[src/rtl/vga_sync_gen.sv]
// VGA timing master: pixel prescaler, h/v scan counters, sync pulses
// and visible-area flag for 640x480 @ 60 Hz.
module vga_sync_gen #(
    parameter int DIV = 4,
    parameter int HD  = 640,
    parameter int HF  = 16,
    parameter int HR  = 96,
    parameter int HB  = 48,
    parameter int VD  = 480,
    parameter int VF  = 10,
    parameter int VR  = 2,
    parameter int VB  = 33
) (
    input  logic       clk,
    input  logic       reset,
    output logic       p_tick,
    output logic [9:0] pixel_x,
    output logic [9:0] pixel_y,
    output logic       hsync,
    output logic       vsync,
    output logic       video_on,
    output logic       frame_start
);

    localparam int PW = (DIV > 1) ? $clog2(DIV) : 1;

    localparam logic [PW-1:0] PMAX = PW'(DIV - 1);
    localparam logic [PW-1:0] PONE = PW'(1);

    localparam logic [9:0] HMAX = 10'(HD + HF + HR + HB - 1);
    localparam logic [9:0] VMAX = 10'(VD + VF + VR + VB - 1);
    localparam logic [9:0] HS0  = 10'(HD + HF);
    localparam logic [9:0] HS1  = 10'(HD + HF + HR - 1);
    localparam logic [9:0] VS0  = 10'(VD + VF);
    localparam logic [9:0] VS1  = 10'(VD + VF + VR - 1);
    localparam logic [9:0] HVIS = 10'(HD);
    localparam logic [9:0] VVIS = 10'(VD);

    logic [PW-1:0] pre;
    logic [9:0]    h_cnt;
    logic [9:0]    v_cnt;
    logic [9:0]    h_nx;
    logic [9:0]    v_nx;
    logic          h_end;
    logic          v_end;

    // ">=" rather than "==" so an upset counter wraps on the next tick
    always_comb begin
        h_end = (h_cnt >= HMAX);
        v_end = (v_cnt >= VMAX);
        h_nx  = h_end ? '0 : h_cnt + 10'd1;
        v_nx  = v_cnt;
        if (h_end)
            v_nx = v_end ? '0 : v_cnt + 10'd1;
    end

    always_ff @(posedge clk or negedge reset) begin
        if (!reset) begin
            pre    <= '0;
            p_tick <= 1'b0;
        end else begin
            pre    <= (pre == PMAX) ? '0 : pre + PONE;
            p_tick <= (pre == PMAX);
        end
    end

    // Syncs decoded from next counts so they line up with pixel_x/y
    always_ff @(posedge clk or negedge reset) begin
        if (!reset) begin
            h_cnt <= '0;
            v_cnt <= '0;
            hsync <= 1'b1;
            vsync <= 1'b1;
        end else if (p_tick) begin
            h_cnt <= h_nx;
            v_cnt <= v_nx;
            hsync <= !((h_nx >= HS0) && (h_nx <= HS1));
            vsync <= !((v_nx >= VS0) && (v_nx <= VS1));
        end
    end

    assign pixel_x     = h_cnt;
    assign pixel_y     = v_cnt;
    assign video_on    = reset && (h_cnt < HVIS) && (v_cnt < VVIS);
    assign frame_start = p_tick && h_end && v_end;

endmodule
[config.mk]
export PLATFORM = sky130hd
export DESIGN_NAME = vga_sync_gen
export DESIGN_NICKNAME = d
export VERILOG_FILES = /design/src/rtl/vga_sync_gen.sv
export SDC_FILE = /design/constraint.sdc
export NUM_CORES = 1
export LEC_CHECK = 0
export CAP_MARGIN = 20
export CORE_ASPECT_RATIO = 1.75
export CORE_UTILIZATION = 56
export CTS_BUF_LIST = sky130_fd_sc_hd__clkbuf_4 sky130_fd_sc_hd__clkbuf_8 sky130_fd_sc_hd__clkbuf_16
export CTS_CLUSTER_SIZE = 8
export DETAILED_ROUTE_END_ITERATION = 12
export DONT_BUFFER_PORTS = 1
export GPL_ROUTABILITY_DRIVEN = 0
export PLACE_DENSITY = 0.74
export SYNTH_ARGS = -nofsm -noshare
export SYNTH_HDL_FRONTEND = slang
export SYNTH_SLANG_ARGS = --single-unit
[constraint.sdc]
create_clock -name clk -period 2.2 [get_ports clk]
set_clock_uncertainty 0.15 [all_clocks]
set_input_delay 0.66 -clock clk [delete_from_list [all_inputs] [get_ports clk]]
set_output_delay 0.66 -clock clk [all_outputs]
set_load 0.05 [all_outputs]
==> flow_summary.json <==
{
  "status": "finished, violations left",
  "violations": "setup timing",
  "num_vias": 1532,
  "number_of_antenna_violations_at_the_first_check_in_global_routing": 0,
  "synth.yosys.warnings": 0,
  "yosys.area_share.adder": 0.0331,
  "clkLatencyLatePin_ns": 0.26,
  "irDropWorstVdd_v": 0.000407,
  "via_count_of_the_first_global_routing_pass": 1442,
  "placeableCoreArea_um2": 2520,
  "clkSinkCount": 25,
  "instances_no_fill": 233,
  "drtPass1Iterations": 4,
  "worst-slew-pin-transition_ns": 0.622,
  "dieHeight_um": 70.8,
  "synth_simple_gate_area_frac": 0.252,
  "synth_edf_count": 0,
  "routed_wl_um": 4480,
  "synth_area_per_cell_um2": 8.59,
  "drive_gt1_frac": 0.338,
  "grt_first_pass_wirelength_um": 6470,
  "post_synth_instance_area_um2": 1510,
  "power.combinational.fraction": 0.028,
  "syn_nets": 182,
  "cts-buffers-inserted": 3,
  "worst-setup-path-type": "reg -> out",
  "switching_share": 0.214,
  "detail_route.wl_per_cell_um": 19.2,
  "crit_path_end_kind": "output pin",
  "critPathLaunchType": "flop",
  "final-setup-viol-count": 4,
  "cts_max_path_buffers": 2,
  "portBuffers": 0,
  "rsz0062_at_grt": "true",
  "max_cap_viol_count": 0,
  "startpoint": "pixel_y[8]",
  "yosysUniqueCellTypes": 41,
  "synth_top_flop_cell": "dfrtp_1",
  "pwr-share-clk": 0.363,
  "antenna-diode-count": 0,
  "drcViolationCount": 0,
  "finalWorstPathRequiredPeriod_ns": 2.48,
  "rrSetupSlack_ns": -0.11,
  "die_width_um": 41.3,
  "arrival_ns": 1.67,
  "dr.first_iter.drc_count": 47,
  "most-common-layout-cells": "nand2_1 (26), buf_4 (26), o21ai_0 (16)",
  "library_cell_used_as_clock_root_buffer": "clkbuf_8",
  "synth_compound_area_frac": 0.245,
  "post_dp_cell_area_um2": 1820,
  "intPower_uw": 593,
  "finalCoreUtilization": 0.795,
  "core.rowCount": 24,
  "initial_core_util": 0.600,
  "grt_start_max_net_pins": 24,
  "netlist_instances": 176,
  "areaGrowthSynthToFinish_pct": 32.5,
  "ys_seq_area_frac": 0.415,
  "dpl.cell_count": 225,
  "synthArstFlopShare": 1.00,
  "gr-usage-all-layers": 0.317,
  "synth.ff_latch_count": 25,
  "cts_tree": "yes",
  "worst_ep_required_time_ns": 1.39,
  "final-max-slew-violation-count": 0,
  "dominant_combinational_cell_family_by_area_after_synthesis": "simple AND/OR/NAND/NOR gates",
  "power.leakage_uw": 0.000805,
  "part_of_the_total_power_dissipated_in_sequential_elements": 0.608,
  "worst-path-max-fanout": 2,
  "final_net_count": 214,
  "register_clock_pin_slew_on_the_reported_worst_setup_and_hold_paths_ns": 0.09,
  "design.die.area_um2": 2920,
  "synthMuxAreaShare": 0.0132,
  "worst_r2r_start": "pixel_y[8]",
  "total_power_uw": 755,
  "fmax_ghz": 0.403,
  "final_design_area_no_fill_um2": 2000,
  "dpl.hpwl_um": 3170,
  "drt.antenna.violating_nets": 0,
  "hold_class": "in -> async",
  "post_drt_via_cell_ratio": 6.58,
  "post-route-period-util": 1.13,
  "power_per_cell_area_nw_per_um2": 377,
  "ioPinCount": 27,
  "power.switching_uw": 162,
  "report.final.hold_viol_count": 0,
  "slew_headroom": 0.584,
  "synth_xor_area_frac": 0.00579,
  "ctsHtreeMaxLevel": 1,
  "post-route-worst-setup-slack_ns": -0.284,
  "global_route.overflow_total": 0,
  "place_ws_ns": -0.0436
}
## synth_stat cells (2+ instances only)
cell / count / share of area
nand4_1: 5 / 0.021
nand2_1: 27 / 0.067
o21ai_0: 20 / 0.066
o41ai_1: 2 / 0.012
dfstp_2: 2 / 0.035
o22ai_1: 3 / 0.012
a21oi_1: 11 / 0.036
mux2i_1: 2 / 0.013
clkbuf_1: 4 / 0.0099
nor3b_1: 2 / 0.0099
nor2_1: 12 / 0.030
nor3_1: 3 / 0.0099
and2_1: 4 / 0.017
a21o_1: 3 / 0.015
and4_1: 2 / 0.012
buf_2: 4 / 0.013
nand4b_1: 2 / 0.012
o22a_1: 2 / 0.012
a31oi_1: 5 / 0.021
ha_1: 4 / 0.033
nand3_1: 5 / 0.017
and3_1: 5 / 0.021
inv_1: 5 / 0.012
o31ai_1: 3 / 0.015
dfrtp_1: 23 / 0.38
## registers in the layout, summed over array words and instances (netlist names)
register / cells
hsync: 1
pre: 2
p_tick: 1
pixel_x: 10
pixel_y: 10
vsync: 1
## cell families after synthesis
kind of cell / after synthesis
adders and majority gates: 4
AOI/OAI and AO/OA: 57
and+or+nand+nor: 74
xor gates and xnor gates: 1
buffers and inverters: 13
muxes: 2
DFF: 25
## cell type report
class | instances | area [um2]
Clock inverter | 1 | 5.00
Tap cell | 26 | 32.5
Fill cell | 173 | 518
Clock buffer | 3 | 41.3
Sequential cell | 25 | 642
Timing Repair Buffer | 35 | 308
Multi-Input combinational cell | 138 | 957
Inverter | 5 | 18.8
## final timing paths
kind / endpoint / cells after the start
hold reg to reg: pre[0] / 1
setup / recovery: frame_start / 3
min in group clk: pre[0] / 1
setup reg to reg: vsync / 7
max in group asynchronous: pixel_x[8] / 2
hold / removal: hsync / 0
## metrics by stage
step | TNS, ns | hold WS, ns
CTS | -0.339 | 0.0747
global placement | 0 | 0.215
finish | -0.468 | 0.0775
global route | -0.575 | 0.0670
floorplan | -0.391 | 0.214
detailed placement | -0.0436 | 0.215
## repair_timing
| action | 4_1_cts | 5_1_grt |
|---|---|---|
| setup endpoints to repair | 5 | 11 |
| gates resized for setup | 4 | 20 |
| pin swaps | 2 | 9 |
| hold buffers | 1 | 0 |
| endpoints found under the hold margin | 23 | 0 |
| buffers inserted | 0 | 3 |
## layer usage
layer / vias up / part of all wire / global-route usage
li1: 714 / - / -
met1: 756 / 0.36 / 0.343
met2: 50 / 0.57 / 0.573
met3: 12 / 0.042 / 0.0376
met4: 0 / 0.031 / 0.111
met5: - / 0 / 0
## critical path: stages (launching register included)
cell	delay (ns)
dfrtp_2	0.43
or4_4	0.57
o31ai_4	0.27
nor2_4	0.15
## power by group through the flow
stage	sequential, uW	clock, uW	combinational (uW)
2_1_floorplan	468	0	4.20
3_3_place_gp	468	0	8.59
3_5_place_dp	468	0	8.64
4_1_cts	459	275	18.8
5_1_grt	459	291	23.7
6_report	459	274	21.5
Power figures use the tool's default switching activity.
